## src/rtl/serial_adder.sv

```systemverilog
// Bit-serial ripple adder: one full-adder slice per clock, LSB first.
// A three-state IDLE/RUN/DONE controller produces registered busy/done/S/Cout.
module serial_adder #(
  parameter int WIDTH = 8
) (
  input  logic             clk,
  input  logic             rst_n,
  input  logic             start,
  input  logic [WIDTH-1:0] A,
  input  logic [WIDTH-1:0] B,
  input  logic             Cin,
  output logic             busy,
  output logic             done,
  output logic [WIDTH-1:0] S,
  output logic             Cout
);

  localparam int CW = $clog2(WIDTH + 1);

  typedef enum logic [1:0] {
    IDLE = 2'd0,
    RUN  = 2'd1,
    DONE = 2'd2
  } state_t;

  function automatic logic fa_sum(input logic a, input logic b, input logic c);
    return a ^ b ^ c;
  endfunction

  function automatic logic fa_carry(input logic a, input logic b, input logic c);
    return (a & b) | (a & c) | (b & c);
  endfunction

  state_t           state_q;
  logic [WIDTH-1:0] a_q;
  logic [WIDTH-1:0] b_q;
  logic [WIDTH-1:0] sum_q;
  logic             carry_q;
  logic [CW-1:0]    cnt_q;
  logic             busy_q;
  logic             done_q;
  logic [WIDTH-1:0] s_q;
  logic             cout_q;

  logic [WIDTH-1:0] sum_d;
  logic             carry_d;
  logic             last_d;
  logic             sum_lsb_unused;

  // One bit-slice of the addition and the last-slice detect
  always_comb begin
    sum_d   = {fa_sum(a_q[0], b_q[0], carry_q), sum_q[WIDTH-1:1]};
    carry_d = fa_carry(a_q[0], b_q[0], carry_q);
    if (cnt_q == CW'(WIDTH - 1)) begin
      last_d = 1'b1;
    end else begin
      last_d = 1'b0;
    end
  end

  // The oldest sum bit is shifted out and replaced; S captures sum_d directly
  assign sum_lsb_unused = sum_q[0];

  // Controller, datapath shift registers and registered outputs
  always_ff @(posedge clk) begin
    if (!rst_n) begin
      state_q <= IDLE;
      a_q     <= '0;
      b_q     <= '0;
      sum_q   <= '0;
      carry_q <= 1'b0;
      cnt_q   <= '0;
      busy_q  <= 1'b0;
      done_q  <= 1'b0;
      s_q     <= '0;
      cout_q  <= 1'b0;
    end else begin
      case (state_q)
        IDLE: begin
          done_q <= 1'b0;
          if (start) begin
            a_q     <= A;
            b_q     <= B;
            carry_q <= Cin;
            cnt_q   <= '0;
            busy_q  <= 1'b1;
            state_q <= RUN;
          end else begin
            busy_q  <= 1'b0;
            state_q <= IDLE;
          end
        end
        RUN: begin
          a_q     <= a_q >> 1;
          b_q     <= b_q >> 1;
          sum_q   <= sum_d;
          carry_q <= carry_d;
          cnt_q   <= cnt_q + CW'(1);
          if (last_d) begin
            s_q     <= sum_d;
            cout_q  <= carry_d;
            busy_q  <= 1'b0;
            done_q  <= 1'b1;
            state_q <= DONE;
          end else begin
            busy_q  <= 1'b1;
            state_q <= RUN;
          end
        end
        DONE: begin
          done_q  <= 1'b0;
          busy_q  <= 1'b0;
          state_q <= IDLE;
        end
        default: begin
          busy_q  <= 1'b0;
          done_q  <= 1'b0;
          state_q <= IDLE;
        end
      endcase
    end
  end

  assign busy = busy_q;
  assign done = done_q;
  assign S    = s_q;
  assign Cout = cout_q;

endmodule

```

## config.mk

```make
export PLATFORM = sky130hd
export DESIGN_NAME = serial_adder
export DESIGN_NICKNAME = d
export VERILOG_FILES = /design/src/rtl/serial_adder.sv
export SDC_FILE = /design/constraint.sdc
export NUM_CORES = 1
export LEC_CHECK = 0
export CORE_MARGIN = 2
export CORE_UTILIZATION = 50
export DETAILED_ROUTE_END_ITERATION = 16
export PLACE_DENSITY = 0.85
export SLEW_MARGIN = 20
export SYNTH_ARGS = -nofsm -noshare
export SYNTH_HDL_FRONTEND = slang
export SYNTH_SLANG_ARGS = --single-unit
```

## constraint.sdc

```tcl
create_clock -name clk -period 1.7 [get_ports clk]
set_input_delay 0.51 -clock clk [delete_from_list [all_inputs] [get_ports clk]]
set_output_delay 0.51 -clock clk [all_outputs]
set_load 0.01 [all_outputs]
```

### Word level (Yosys, flattened, before mapping)

Index checks and enable logic that the tools add are counted.

| cells by class | value |
|---|---|
| bitwise operators | 7 |
| reduce and logical (&&, ||, !) cells | 5 |
| muxes and demuxes | 15 |
| add/subtract/negate cells | 1 |
| equal/unequal tests | 3 |

Operator list:

| cell | count |
|---|---|
| case mux 8 bit (2 select lines) | 2 |
| 2-to-1 mux 8 bit | 2 |
| case mux 4 bit (2 select lines) | 1 |
| AND reduction 2 bit | 3 |
| 2-to-1 mux 1 bit | 5 |
| adder 4 x 1 -> 4 bit (second input constant) | 1 |
| == test 4 x 3 -> 1 bit (second input constant) | 1 |
| 2-to-1 mux 4 bit | 1 |
| case mux 1 bit (2 select lines) | 2 |
| case mux 2 bit (2 select lines) | 1 |
| AND 1 bit | 3 |
| == test 2 x 1 -> 1 bit (second input constant) | 1 |
| zero test 2 bit | 1 |
| 2-to-1 mux 2 bit | 1 |
| != test 2 bit (second input constant) | 1 |
| bitwise OR 1 bit | 2 |
| nonzero test 2 bit | 1 |
| XOR 1 bit | 2 |

| storage, ports and cells | value |
|---|---|
| logic and storage cells | 41 |
| bits in registers | 42 |
| output and inout bits | 11 |
| input port bits | 20 |

### Depth between registers and ports, before layout

| depth | value |
|---|---|
| depth after elaboration | 4 |
| depth in mapped cells | 5 |
| gate-level depth less buffers | 4 |

### Least setup slack after synthesis

No wires, ideal clock.

| path | value |
|---|---|
| path kind | register to register |
| start point | register cnt_q[0] |
| end point | register cout_q (netlist: Cout) |
| period minus slack after synthesis | 1.250 ns |
| setup slack | 0.450 ns |
| stages on the path, launching flop included | 6 |
| library setup time | 0.072 ns |
| path buffers | 1 |
| arrival time | 1.178 ns |
| cell sequence | dfxtp_1 -> ha_1 -> and3b_1 -> and2_1 -> buf_4 -> mux2i_1 |

| between the ends | value |
|---|---|
| longest elaborated chain between the ends | 3 |

RTL lines:

| element | line | source |
|---|---|---|
| start, declared | 39 | `logic [CW-1:0] cnt_q;` |
| start signal, assigned | 98 | `cnt_q <= cnt_q + CW'(1);` |
| == test 4 x 3 -> 1 bit | 54 | `if (cnt_q == CW'(WIDTH - 1)) begin` |
| 2-to-1 mux 1 bit | 54 |  |
| AND reduction 2 bit (no line) | -- |  |
| end signal, assigned | 101 | `cout_q <= carry_d;` |
| end, declared | 43 | `logic cout_q;` |

Every way passes these cells.
A chain may end at the register's enable or synchronous reset.

==> results.yml <==
route:
  vias_per_cell: 5.331
  firstDrtPassIters: 6
  drc_errors: 0
  num_vias: 1354
  wl_per_cell_um: 12.43
  ant_nets: 0
  drt_iter0_drc: 51
  drt-total-wl_um: 3158
setup_path:
  critPathMaxStageDelay_ns: 0.35
  cp-end-kind: "output port"
  cp_cell_sequence: "dlygate4sd2_1"
  crit_family: "flip-flops"
  arrival_ns: 0.96
  cp_slowest_cell: "dfxtp_1"
  worst-path-buf-inv: 1
  crit_type: "reg2out"
  startpoint_type: "flip-flop"
  required_ns: 1.19
  cp_max_fo: 2
cts:
  holdBufCountCts: 0
  cts_resized: 11
  cts_inserted_buffers: 5
  clock-sinks: 40
  worstSkewPairLatency_ns: 0.34
  cts_tree: "done"
  post-cts-setup-buffer-count: 0
  htreeDepth: 2
  cts-root-buf: "clkbuf_4"
  path_clk_slew_ns: 0.10
  clockBufferDepth: 2
power_and_ir_drop:
  p_leak_nw: 0.7577
  finalPower_mw: 1.645
  ir_drop_v: 0.0006219
  power_density_nw_per_um2: 835.5
placement:
  place_hpwl_um: 2170
  place_worst_setup_slack_ns: -0.03585
  io_buffers: 30
  placed_cells: 247
  place_congestion: 0.7348
synthesis:
  synth.distinct_cells: 31
  yosys.cell_count.top_type: "dfxtp_1"
  async_flop_share_pct: 0
  yosys_warnings: 0
  synth-seq-cells: 40
  synth_area_per_cell_um2: 8.870
  synth_nets: 201
  synth-edff-count: 0
  synth-main-ff-cell: "dfxtp_1"
  yosysSeqAreaShare_pct: 50.43
  netlist_top_cells_area: "dfxtp_1, nand2_1, a21oi_1, mux2i_1, o22ai_1"
  netlist.top_cell.by_area: "dfxtp_1"
  netlist_top_cells_count: "dfxtp_1, nand2_1, a21oi_1"
  syn_inst: 179
  synth_top_area_share_pct: 50.43
  netlist_area_um2: 1588
floorplanning:
  die_x_um: 60.35
  die_h_um: 60.35
  core_area_um2: 3028
  rows: 20
  pin_count: 31
  dieArea_um2: 3642
  start_util_pct: 52.44
global_routing:
  grt.total_usage_pct: 19.42
  grt_pass1_vias: 1243
  antenna_found_initial: 0
  grt_max_degree: 26
  globalRouteOverflowTotal: 0
  grt_pass1_wl_um: 5209
sta:
  tightest_slew_ns: 0.4665
  maxSlewHeadroom_pct: 68.87
  finalCritPeriodShare_pct: 86.52
  rsz0062_at_grt: "false"
  finalSetupViolations: 0
  slew_violations: 0
  min_period_ns: 1.471
  finClkSkew_ns: 0.01067
  setup_slack_ns: 0.2292
  hold_slack_ns: 0.4587
  fmax_mhz: 679.9
  hold_viol_final: 0
cells_and_area:
  final_util_pct: 65.04
  drive_gt1_share_pct: 7.143
  nets: 232
  final_cells: 254
  n_antenna_cell: 0
  synthToLayoutAreaGrowth_pct: 24.03
run:
  maxCapViolations: 0
worst_hold_path:
  hold_class: "reg2reg"
outcome:
  status: "complete, no violations"
-- path summary, 6_finish.rpt --
| check | from | cells past startpoint | slack [ns] | end |
|---|---|---|---|---|
| max | state_q[0]$_SDFF_PN0_ | 1 | 0.23 | busy |
| min | S[3]$_SDFFE_PN0P_ | 2 | 0.46 | S[3]$_SDFFE_PN0P_ |
| max reg2reg | cnt_q[0]$_SDFFE_PN0P_ | 5 | 0.28 | S[1]$_SDFFE_PN0P_ |
| min reg2reg | S[3]$_SDFFE_PN0P_ | 2 | 0.46 | S[3]$_SDFFE_PN0P_ |
-- cell type report --
type / instances / area, um^2
repair buffers: 37 / 351.6
flip-flops and latches: 40 / 800.8
clock buffers: 6 / 41.29
well taps: 44 / 55.05
clock inverters: 1 / 5.005
multi-input cells: 123 / 704.4
inverters: 3 / 11.26
fillers: 263 / 1059
-- per-stage QoR --
step           cell area, um^2  setup TNS (ns)
6_report                  1969               0
5_1_grt                   1969               0
4_1_cts                   1969               0
3_5_place_dp              1937        -0.04139
3_3_place_gp              1937               0
2_1_floorplan             1588               0
-- placed cells by master (no fill, tap or decap), types with 2 or more instances in the layout --
cell type,n
nand2_1,33
nor3_1,2
clkdlybuf4s50_1,19
clkbuf_4,5
a22oi_1,3
dfxtp_1,40
buf_4,6
a21oi_1,23
nor2_1,5
inv_1,3
nand3_1,2
dlygate4sd2_1,11
o21ai_0,15
mux2i_1,10
o22ai_1,15
-- layer usage --
| layer | track usage [%] | vias to the layer above | routed length, um |
|---|---|---|---|
| li1 | - | 688 | - |
| met1 | 21.69 | 630 | 1399 |
| met2 | 34.16 | 30 | 1552 |
| met3 | 6.397 | 6 | 147 |
| met4 | 7.619 | 0 | 59 |
| met5 | 0 | - | 0 |
-- power breakdown --
group	switching (mW)	internal (mW)
sequential	0.0228	0.979
clock	0.285	0.152
combinational	0.101	0.105
-- sequential cells by signal, indices dropped and copies added, names as in the netlist --
signal,cells
S,8
Cout,1
carry_q,1
b_q,8
cnt_q,4
a_q,8
state_q,2
sum_q,7
done,1
-- cell families (layout without fill, tap and decap cells) --
| family | Yosys count | count (layout) | synth area share (%) |
|---|---|---|---|
| compound gates | 61 | 61 | 21.91 |
| fa+ha+maj | 2 | 2 | 2.049 |
| buf+inv | 16 | 47 | 5.201 |
| flops | 40 | 40 | 50.43 |
| mux | 10 | 10 | 6.304 |
| simple gates | 50 | 50 | 14.11 |
No activity file was read; power rests on OpenSTA's default activity.
